**src/rtl/caravel_fpga_pkg.sv**
```systemverilog
// rtl/caravel_fpga_pkg.sv - register map, status/ctrl bit indices and FSM states for the ccff loader
package caravel_fpga_pkg;

    localparam int WORD_W_DEF = 32;

    localparam logic [1:0] REG_CTRL   = 2'd0;
    localparam logic [1:0] REG_STATUS = 2'd1;
    localparam logic [1:0] REG_DATA   = 2'd2;
    localparam logic [1:0] REG_BITCNT = 2'd3;

    localparam int CTRL_START     = 0;
    localparam int CTRL_ABORT     = 1;
    localparam int CTRL_LSB_FIRST = 2;
    localparam int CTRL_DIV_LSB   = 8;

    localparam int STAT_BUSY      = 0;
    localparam int STAT_FULL      = 1;
    localparam int STAT_EMPTY     = 2;
    localparam int STAT_DONE      = 3;
    localparam int STAT_UNDERRUN  = 4;
    localparam int STAT_OVERFLOW  = 5;
    localparam int STAT_LEVEL_LSB = 8;

    typedef enum logic [2:0] {
        S_IDLE,
        S_LOAD,
        S_LOW,
        S_HIGH,
        S_DONE
    } ccff_state_t;

endpackage

```
**src/rtl/caravel_fpga_ccff_loader_if.sv**
```systemverilog
// rtl/caravel_fpga_ccff_loader_if.sv - wishbone slave bundle between the Caravel bus and the ccff loader
interface caravel_fpga_ccff_loader_if;
    logic        wbs_stb_i;
    logic        wbs_cyc_i;
    logic        wbs_we_i;
    logic [3:0]  wbs_sel_i;
    logic [31:0] wbs_adr_i;
    logic [31:0] wbs_dat_i;
    logic        wbs_ack_o;
    logic [31:0] wbs_dat_o;

    modport master (
        output wbs_stb_i, wbs_cyc_i, wbs_we_i, wbs_sel_i, wbs_adr_i, wbs_dat_i,
        input  wbs_ack_o, wbs_dat_o
    );

    modport slave (
        input  wbs_stb_i, wbs_cyc_i, wbs_we_i, wbs_sel_i, wbs_adr_i, wbs_dat_i,
        output wbs_ack_o, wbs_dat_o
    );
endinterface

```
**src/rtl/caravel_fpga_word_fifo.sv**
```systemverilog
// rtl/caravel_fpga_word_fifo.sv - show-ahead synchronous word FIFO with flush and fill level
module caravel_fpga_word_fifo #(
    parameter int WORD_W = 32,
    parameter int DEPTH  = 8
) (
    input  logic                       clk,
    input  logic                       rst_n,
    input  logic                       push,
    input  logic [WORD_W-1:0]          push_data,
    input  logic                       pop,
    input  logic                       flush,
    output logic [WORD_W-1:0]          pop_data,
    output logic                       full,
    output logic                       empty,
    output logic [$clog2(DEPTH):0]     level
);
    localparam int AW = $clog2(DEPTH);

    logic [WORD_W-1:0] mem [DEPTH];
    logic [AW:0]       wptr;
    logic [AW:0]       rptr;
    logic              do_push;
    logic              do_pop;

    // Pointers carry one wrap bit so full and empty are distinguishable.
    assign level    = wptr - rptr;
    assign full     = (level == (AW+1)'(DEPTH));
    assign empty    = (level == '0);
    assign do_push  = push && !full;
    assign do_pop   = pop && !empty;
    assign pop_data = mem[rptr[AW-1:0]];

    always_ff @(posedge clk) begin
        if (do_push) begin
            mem[wptr[AW-1:0]] <= push_data;
        end
    end

    always_ff @(posedge clk or negedge rst_n) begin
        if (!rst_n) begin
            wptr <= '0;
            rptr <= '0;
        end else if (flush) begin
            wptr <= '0;
            rptr <= '0;
        end else begin
            if (do_push) wptr <= wptr + (AW+1)'(1);
            if (do_pop)  rptr <= rptr + (AW+1)'(1);
        end
    end

endmodule

```
**src/rtl/caravel_fpga_ccff_loader.sv**
```systemverilog
// rtl/caravel_fpga_ccff_loader.sv - wishbone bitstream loader driving prog_clk and ccff heads; CCFF_READBACK_EN adds tail capture
module caravel_fpga_ccff_loader
    import caravel_fpga_pkg::*;
#(
    parameter logic [31:0] BASE_ADDR  = 32'h3000_0000,
    parameter int          NUM_CHAINS = 1,
    parameter int          WORD_W     = WORD_W_DEF,
    parameter int          FIFO_DEPTH = 8,
    parameter int          DIV_W      = 8
) (
    input  logic                    wb_clk_i,
    input  logic                    wb_rst_ni,
    caravel_fpga_ccff_loader_if.slave wbs,
    output logic                    prog_clk_o,
    output logic [NUM_CHAINS-1:0]   ccff_head_o,
    input  logic [NUM_CHAINS-1:0]   ccff_tail_i,
    output logic                    busy_o
);
    localparam int BPW = WORD_W / NUM_CHAINS;
    localparam int BW  = $clog2(BPW + 1);
    localparam int LW  = $clog2(FIFO_DEPTH) + 1;

    ccff_state_t       state;
    logic              lsb_first;
    logic [DIV_W-1:0]  div;
    logic [31:0]       bitcnt;
    logic [31:0]       remaining;
    logic [BW-1:0]     bits_left;
    logic [DIV_W-1:0]  div_cnt;
    logic [WORD_W-1:0] shreg;
    logic              done;
    logic              underrun;
    logic              overflow;
    logic [WORD_W-1:0] capture;

    logic              wb_req;
    logic              wr_en;
    logic [1:0]        reg_sel;
    logic              ctrl_wr;
    logic              data_wr;
    logic              start_req;
    logic              abort_req;
    logic [31:0]       rd_data;

    logic [WORD_W-1:0] fifo_rdata;
    logic              fifo_full;
    logic              fifo_empty;
    logic [LW-1:0]     fifo_level;
    logic              fifo_pop;

    // Only the first cycle of a strobe is served; the registered ack masks the repeat.
    assign wb_req    = wbs.wbs_stb_i && wbs.wbs_cyc_i && !wbs.wbs_ack_o
                       && (wbs.wbs_adr_i[31:4] == BASE_ADDR[31:4]);
    assign reg_sel   = wbs.wbs_adr_i[3:2];
    assign wr_en     = wb_req && wbs.wbs_we_i && (wbs.wbs_sel_i == 4'hF);
    assign ctrl_wr   = wr_en && (reg_sel == REG_CTRL);
    assign data_wr   = wr_en && (reg_sel == REG_DATA);
    assign start_req = ctrl_wr && wbs.wbs_dat_i[CTRL_START];
    assign abort_req = ctrl_wr && wbs.wbs_dat_i[CTRL_ABORT];
    assign fifo_pop  = (state == S_LOAD) && !fifo_empty && !abort_req;

    function automatic logic [NUM_CHAINS-1:0] head_bits(input logic [WORD_W-1:0] w, input logic lsb);
        return lsb ? w[NUM_CHAINS-1:0] : w[WORD_W-1 -: NUM_CHAINS];
    endfunction

    function automatic logic [WORD_W-1:0] shift_word(input logic [WORD_W-1:0] w, input logic lsb);
        return lsb ? (w >> NUM_CHAINS) : (w << NUM_CHAINS);
    endfunction

    caravel_fpga_word_fifo #(
        .WORD_W (WORD_W),
        .DEPTH  (FIFO_DEPTH)
    ) u_fifo (
        .clk       (wb_clk_i),
        .rst_n     (wb_rst_ni),
        .push      (data_wr),
        .push_data (wbs.wbs_dat_i[WORD_W-1:0]),
        .pop       (fifo_pop),
        .flush     (abort_req),
        .pop_data  (fifo_rdata),
        .full      (fifo_full),
        .empty     (fifo_empty),
        .level     (fifo_level)
    );

    always_comb begin
        rd_data = '0;
        case (reg_sel)
            REG_CTRL: begin
                rd_data[CTRL_LSB_FIRST]         = lsb_first;
                rd_data[CTRL_DIV_LSB +: DIV_W]  = div;
            end
            REG_STATUS: begin
                rd_data[STAT_BUSY]              = busy_o;
                rd_data[STAT_FULL]              = fifo_full;
                rd_data[STAT_EMPTY]             = fifo_empty;
                rd_data[STAT_DONE]              = done;
                rd_data[STAT_UNDERRUN]          = underrun;
                rd_data[STAT_OVERFLOW]          = overflow;
                rd_data[STAT_LEVEL_LSB +: LW]   = fifo_level;
            end
`ifdef CCFF_READBACK_EN
            REG_DATA:   rd_data[WORD_W-1:0] = capture;
`else
            REG_DATA:   rd_data = '0;
`endif
            default:    rd_data = bitcnt;
        endcase
    end

    always_ff @(posedge wb_clk_i or negedge wb_rst_ni) begin
        if (!wb_rst_ni) begin
            wbs.wbs_ack_o <= 1'b0;
            wbs.wbs_dat_o <= '0;
            lsb_first     <= 1'b0;
            div           <= '0;
            bitcnt        <= '0;
        end else begin
            wbs.wbs_ack_o <= wb_req;
            wbs.wbs_dat_o <= (wb_req && !wbs.wbs_we_i) ? rd_data : '0;
            if (ctrl_wr) begin
                lsb_first <= wbs.wbs_dat_i[CTRL_LSB_FIRST];
                div       <= wbs.wbs_dat_i[CTRL_DIV_LSB +: DIV_W];
            end
            if (wr_en && (reg_sel == REG_BITCNT)) begin
                bitcnt <= wbs.wbs_dat_i;
            end
        end
    end

    always_ff @(posedge wb_clk_i or negedge wb_rst_ni) begin
        if (!wb_rst_ni) begin
            state       <= S_IDLE;
            prog_clk_o  <= 1'b0;
            ccff_head_o <= '0;
            busy_o      <= 1'b0;
            remaining   <= '0;
            bits_left   <= '0;
            div_cnt     <= '0;
            shreg       <= '0;
            done        <= 1'b0;
            underrun    <= 1'b0;
            overflow    <= 1'b0;
            capture     <= '0;
        end else if (abort_req) begin
            state      <= S_IDLE;
            prog_clk_o <= 1'b0;
            busy_o     <= 1'b0;
            remaining  <= '0;
            bits_left  <= '0;
            div_cnt    <= '0;
        end else begin
            if (data_wr && fifo_full) overflow <= 1'b1;
            case (state)
                S_IDLE: begin
                    if (start_req) begin
                        done      <= 1'b0;
                        underrun  <= 1'b0;
                        overflow  <= 1'b0;
                        capture   <= '0;
                        remaining <= bitcnt;
                        busy_o    <= 1'b1;
                        state     <= (bitcnt == '0) ? S_DONE : S_LOAD;
                    end
                end
                S_LOAD: begin
                    if (fifo_empty) begin
                        underrun <= 1'b1;
                    end else begin
                        ccff_head_o <= head_bits(fifo_rdata, lsb_first);
                        shreg       <= shift_word(fifo_rdata, lsb_first);
                        bits_left   <= BW'(BPW);
                        div_cnt     <= '0;
                        state       <= S_LOW;
                    end
                end
                S_LOW: begin
                    if (div_cnt == div) begin
                        prog_clk_o <= 1'b1;
                        remaining  <= remaining - 32'd1;
                        bits_left  <= bits_left - BW'(1);
                        div_cnt    <= '0;
                        state      <= S_HIGH;
`ifdef CCFF_READBACK_EN
                        capture    <= lsb_first ? {ccff_tail_i[0], capture[WORD_W-1:1]}
                                                : {capture[WORD_W-2:0], ccff_tail_i[0]};
`endif
                    end else begin
                        div_cnt <= div_cnt + DIV_W'(1);
                    end
                end
                S_HIGH: begin
                    if (div_cnt == div) begin
                        prog_clk_o <= 1'b0;
                        div_cnt    <= '0;
                        if (remaining == '0) begin
                            state <= S_DONE;
                        end else if (bits_left == '0) begin
                            state <= S_LOAD;
                        end else begin
                            ccff_head_o <= head_bits(shreg, lsb_first);
                            shreg       <= shift_word(shreg, lsb_first);
                            state       <= S_LOW;
                        end
                    end else begin
                        div_cnt <= div_cnt + DIV_W'(1);
                    end
                end
                S_DONE: begin
                    done   <= 1'b1;
                    busy_o <= 1'b0;
                    state  <= S_IDLE;
                end
                default: state <= S_IDLE;
            endcase
        end
    end

    logic unused_bits;
    assign unused_bits = ^{wbs.wbs_adr_i[1:0], ccff_tail_i};

endmodule
```
**src/flat_wrapper.sv**
```systemverilog
// flat-port wrapper written by rule: the top's interface ports become plain ports
module caravel_fpga_ccff_loader_flat import caravel_fpga_pkg::*;
#(
    parameter logic [31:0] BASE_ADDR  = 32'h3000_0000,
    parameter int          NUM_CHAINS = 1,
    parameter int          WORD_W     = WORD_W_DEF,
    parameter int          FIFO_DEPTH = 8,
    parameter int          DIV_W      = 8
)
  (wb_clk_i, wb_rst_ni, prog_clk_o, ccff_head_o, ccff_tail_i, busy_o, wbs_wbs_stb_i, wbs_wbs_cyc_i, wbs_wbs_we_i, wbs_wbs_sel_i, wbs_wbs_adr_i, wbs_wbs_dat_i, wbs_wbs_ack_o, wbs_wbs_dat_o);
  caravel_fpga_ccff_loader_if wbs_i ();
  input  logic wb_clk_i;
  input  logic wb_rst_ni;
  output logic prog_clk_o;
  output logic [NUM_CHAINS-1:0] ccff_head_o;
  input  logic [NUM_CHAINS-1:0] ccff_tail_i;
  output logic busy_o;
  input wire logic [$bits(wbs_i.wbs_stb_i)-1:0] wbs_wbs_stb_i;
  input wire logic [$bits(wbs_i.wbs_cyc_i)-1:0] wbs_wbs_cyc_i;
  input wire logic [$bits(wbs_i.wbs_we_i)-1:0] wbs_wbs_we_i;
  input wire logic [$bits(wbs_i.wbs_sel_i)-1:0] wbs_wbs_sel_i;
  input wire logic [$bits(wbs_i.wbs_adr_i)-1:0] wbs_wbs_adr_i;
  input wire logic [$bits(wbs_i.wbs_dat_i)-1:0] wbs_wbs_dat_i;
  output wire logic [$bits(wbs_i.wbs_ack_o)-1:0] wbs_wbs_ack_o;
  output wire logic [$bits(wbs_i.wbs_dat_o)-1:0] wbs_wbs_dat_o;
  assign wbs_i.wbs_stb_i = wbs_wbs_stb_i;
  assign wbs_i.wbs_cyc_i = wbs_wbs_cyc_i;
  assign wbs_i.wbs_we_i = wbs_wbs_we_i;
  assign wbs_i.wbs_sel_i = wbs_wbs_sel_i;
  assign wbs_i.wbs_adr_i = wbs_wbs_adr_i;
  assign wbs_i.wbs_dat_i = wbs_wbs_dat_i;
  assign wbs_wbs_ack_o = wbs_i.wbs_ack_o;
  assign wbs_wbs_dat_o = wbs_i.wbs_dat_o;
  caravel_fpga_ccff_loader #(.BASE_ADDR(BASE_ADDR), .NUM_CHAINS(NUM_CHAINS), .WORD_W(WORD_W), .FIFO_DEPTH(FIFO_DEPTH), .DIV_W(DIV_W)) u_core (.wb_clk_i(wb_clk_i), .wb_rst_ni(wb_rst_ni), .wbs(wbs_i), .prog_clk_o(prog_clk_o), .ccff_head_o(ccff_head_o), .ccff_tail_i(ccff_tail_i), .busy_o(busy_o));
endmodule
```
**config.mk**
```make
export PLATFORM = sky130hd
export DESIGN_NAME = caravel_fpga_ccff_loader_flat
export DESIGN_NICKNAME = d
export VERILOG_FILES = /design/src/rtl/caravel_fpga_pkg.sv /design/src/rtl/caravel_fpga_ccff_loader_if.sv /design/src/rtl/caravel_fpga_word_fifo.sv /design/src/rtl/caravel_fpga_ccff_loader.sv /design/src/flat_wrapper.sv
export SDC_FILE = /design/constraint.sdc
export NUM_CORES = 1
export LEC_CHECK = 0
export BUFFER_PORTS_ARGS = -buffer_cell sky130_fd_sc_hd__buf_4
export CORE_ASPECT_RATIO = 1.25
export CORE_MARGIN = 4
export CORE_UTILIZATION = 66
export DETAILED_ROUTE_END_ITERATION = 8
export PLACE_DENSITY_LB_ADDON = 0.08
export RECOVER_POWER = 25
export SYNTH_ARGS = -nofsm -noshare
export SYNTH_HDL_FRONTEND = slang
export SYNTH_SLANG_ARGS = --single-unit
```
**constraint.sdc**
```tcl
create_clock -name wb_clk_i -period 9.77 [get_ports wb_clk_i]
set_clock_uncertainty 0.1 [all_clocks]
set_input_delay 1.954 -clock wb_clk_i [delete_from_list [all_inputs] [get_ports wb_clk_i]]
set_output_delay 1.954 -clock wb_clk_i [all_outputs]
set_load 0.01 [all_outputs]
```
==> flow_summary.yaml <==
clocking:
  root_buffer: "clkbuf_16"
  path_clk_slew_ns: 0.06
  cts_buffers: 41
  cts.sinks: 425
  cts_hold_buf: 0
  post_cts_resized: 0
  cts_setup_buffers: 0
  clkLatencyLatePin_ns: 0.54
  clockBufferDepth: 3
  cts_max_level: 2
  tritoncts: "yes"
timing:
  layout_setup_ws_ns: 4.69
  rsz0062_at_grt: "false"
  clock.fmax_mhz: 197
  worst_pin_slew_ns: 2.59
  fin_tns_setup_ns: 0
  final-setup-viol-count: 0
  slew_headroom_pct: -72.9
  fin_crit_ns: 5.08
  hold_violations: 0
  finalCritPeriodShare_pct: 52.0
  slew_viol_final: 45
route:
  wl_met2_um: 24000
  drt-met1-wl_um: 17200
  ant_nets: 0
  drc: 0
  wirelength_um: 46600
  met3_length_um: 3330
  highest_layer: "met4"
  wire_per_inst_um: 26.0
  vias: 12000
  drt_iter0_drc: 1286
  first_pass_iters: 5
  vias_per_cell: 6.72
setup_path:
  cp_slowest_stage_delay_ns: 1.81
  cpMostUsedCell: "buf_4"
  crit_slowest_cell: "clkbuf_1"
  r2r_end: "u_core.u_fifo.mem[6][22]$_DFFE_PP_"
  crit_chain: "clkbuf_1, buf_4, buf_4"
  cp-startpoint: "wb_rst_ni"
  worstPathRequired_ns: 10.25
  worst-path-max-fanout: 66
  rrSetupSlack_ns: 5.04
  reg2regPathDepth: 9
  worstReg2RegStart: "u_core.u_fifo.rptr[1]$_DFFE_PN0P_"
  cp.arrival_ns: 5.56
  cp-end-kind: "asynchronous set/reset pin"
  start_kind: "primary input"
  critPathKind: "primary input to asynchronous set/reset pin"
synth:
  synth.ff_latch_count: 425
  synth_area_sq_um: 18700
  syn_inst: 1311
  synth_top_area_share_pct: 41.2
  yosys-top-cells-area: "edfxtp_1, dfrtp_1, mux4_2, mux2_2, mux2_4"
  synth-main-ff-cell: "edfxtp_1"
  seq_area_frac_synth_pct: 63.8
  ys_warn_count: 0
  syn_nets: 1395
  synth_edf_count: 256
  yosysUniqueCellTypes: 73
  syn_area_per_cell_sq_um: 14.2
  yosysTopAreaCell: "edfxtp_1"
  async_flop_share_pct: 39.8
finish:
  drive_above_1_share_pct: 23.0
  final_cell_count_no_fill: 1791
  syn2layout_area_growth_pct: 13.5
  fin_nets: 1492
  antenna_cells: 0
power_and_ir_drop:
  leakagePower_nw: 8.24
  p_per_area_nw_per_um2: 174
  vdd_drop_max_mv: 0.165
die:
  dieWidth_um: 158
  io_pins: 110
  start_util_pct: 67.3
  core_area_sq_um: 27700
  fp.dieH_um: 196
  die_area_sq_um: 31100
  fp-row-count: 68
run_status:
  violations: "capacitance limit, slew limit"
  status: "finished with violations"
run:
  cap_violations: 1
global_routing:
  grt_max_degree: 69
  antenna_found_initial: 0
  grt_pass1_wl_um: 71800
  first_global_vias: 12600
  grt_usage_pct: 30.6
  grt-ovfl-total: 0
placement:
  hpwl_um: 28400
  routabilityCongestion: 0.967
  dp.cells: 1715
  pre_cts_ws_ns: 4.13
  io_buffers: 106
min_path:
  hold_depth: 1
  min_to: "u_core.overflow$_DFFE_PN0N_"
  hold_class: "flip-flop to flip-flop"
  hp-start: "u_core.overflow$_DFFE_PN0N_"
==> cell usage after synthesis (all sizes together), types with 3 or more instances <==
master,number
xnor2,11
a22oi,7
a211oi,12
xor2,3
or3,13
nor3b,3
and3,12
nand4,8
a21oi,53
nand2b,10
o22ai,10
o21ai,88
or2,4
nand4b,8
nor4,34
ha,9
edfxtp,256
or4,3
mux2i,38
clkbuf,44
o21a,4
nor2,66
inv,11
nor2b,9
dfrtp,169
nand2,104
nand3,49
buf,25
a31oi,3
and2,19
nor3,43
mux4,64
o211ai,4
mux2,75
a22o,4
==> cells by family (layout without fill, tap and decap cells) <==
logic type	Yosys count	in the layout	synth area share (%)
AND/OR/NAND/NOR	396	396	11.4
buffers and inverters	82	212	1.84
flip-flops	425	425	63.8
AO/OA/AOI/OAI	207	207	6.64
XOR/XNOR	14	14	0.657
multiplexers	177	177	14.9
adder cells (fa/ha/maj)	10	10	0.711
==> per-layer routing <==
metal	up-vias	global-route usage, %
met3	140	4.74
met1	6055	39.9
met4	0	12.8
li1	5238	-
met5	-	0
met2	605	51.7
==> critical path, delay by kind of cell <==
kind | cells | cell delay [ns]
buf+inv | 3 | 3.52
==> layout by cell type, fill, tap and decap left out, drive strengths merged, types with 4 or more instances in the layout <==
cell type / n
a21oi: 53
clkbuf: 82
xnor2: 11
dfrtp: 169
mux2: 75
or3: 13
nand2b: 10
nor2: 66
ha: 9
nand2: 104
nor2b: 9
and3: 12
or2: 4
buf: 96
inv: 12
a22o: 4
nand3: 49
edfxtp: 256
nor3: 43
a211oi: 12
nor4: 34
mux4: 64
a22oi: 7
and2: 19
nand4: 8
o21ai: 88
clkinv: 12
mux2i: 38
o22ai: 10
bufinv: 8
o211ai: 4
o21a: 4
nand4b: 8
==> power breakdown <==
part	switching (mW)	internal (mW)	leakage [nW]
combinational	0.0455	0.0174	2.92
sequential	0.00000122	1.91	4.59
clock	0.670	1.06	0.724
total	0.716	2.98	8.24
==> final cells by class <==
class	count	area [sq um]
multi-input cells	804	6470
fillers	1680	6550
well taps	350	438
repair buffers	123	822
clock buffers	55	1170
inverters	13	48.8
clock inverters	21	314
flip-flops and latches	425	11900
==> stage by stage <==
step                utilization, %  power, mW  instance area, sq um  hold slack, ns
floorplan                        -       1.95                 18700           0.363
global placement              71.4       2.01                 19800           0.376
detailed placement            71.4       2.01                 19800           0.381
CTS                           76.8       3.72                 21300           0.395
global route                  76.4       3.81                 21200           0.407
finish                        76.4       3.70                 21200           0.395
==> worst max path at each step <==
stage | endpoint | cells after the start
3_3_place_gp | u_core.u_fifo.mem[4][16]$_DFFE_PP_ | 7
5_1_grt | u_core.done$_DFFE_PN0P_ | 3
6_report | u_core.bitcnt[0]$_DFFE_PN0P_ | 3
4_1_cts | u_core.u_fifo.mem[2][23]$_DFFE_PP_ | 7
3_5_place_dp | u_core.u_fifo.mem[2][16]$_DFFE_PP_ | 7
2_1_floorplan | u_core.u_fifo.mem[1][0]$_DFFE_PP_ | 6
==> registers in the layout (all words and copies together), names as in the netlist, 6 cells and up <==
name and count:
u_core.bits_left 6, u_core.u_fifo.mem 256, u_core.div_cnt 8, u_core.remaining 32
u_core.wbs.wbs_dat_o 32, u_core.div 8, u_core.shreg 32, u_core.bitcnt 32
(Power assumes the default switching activity.)
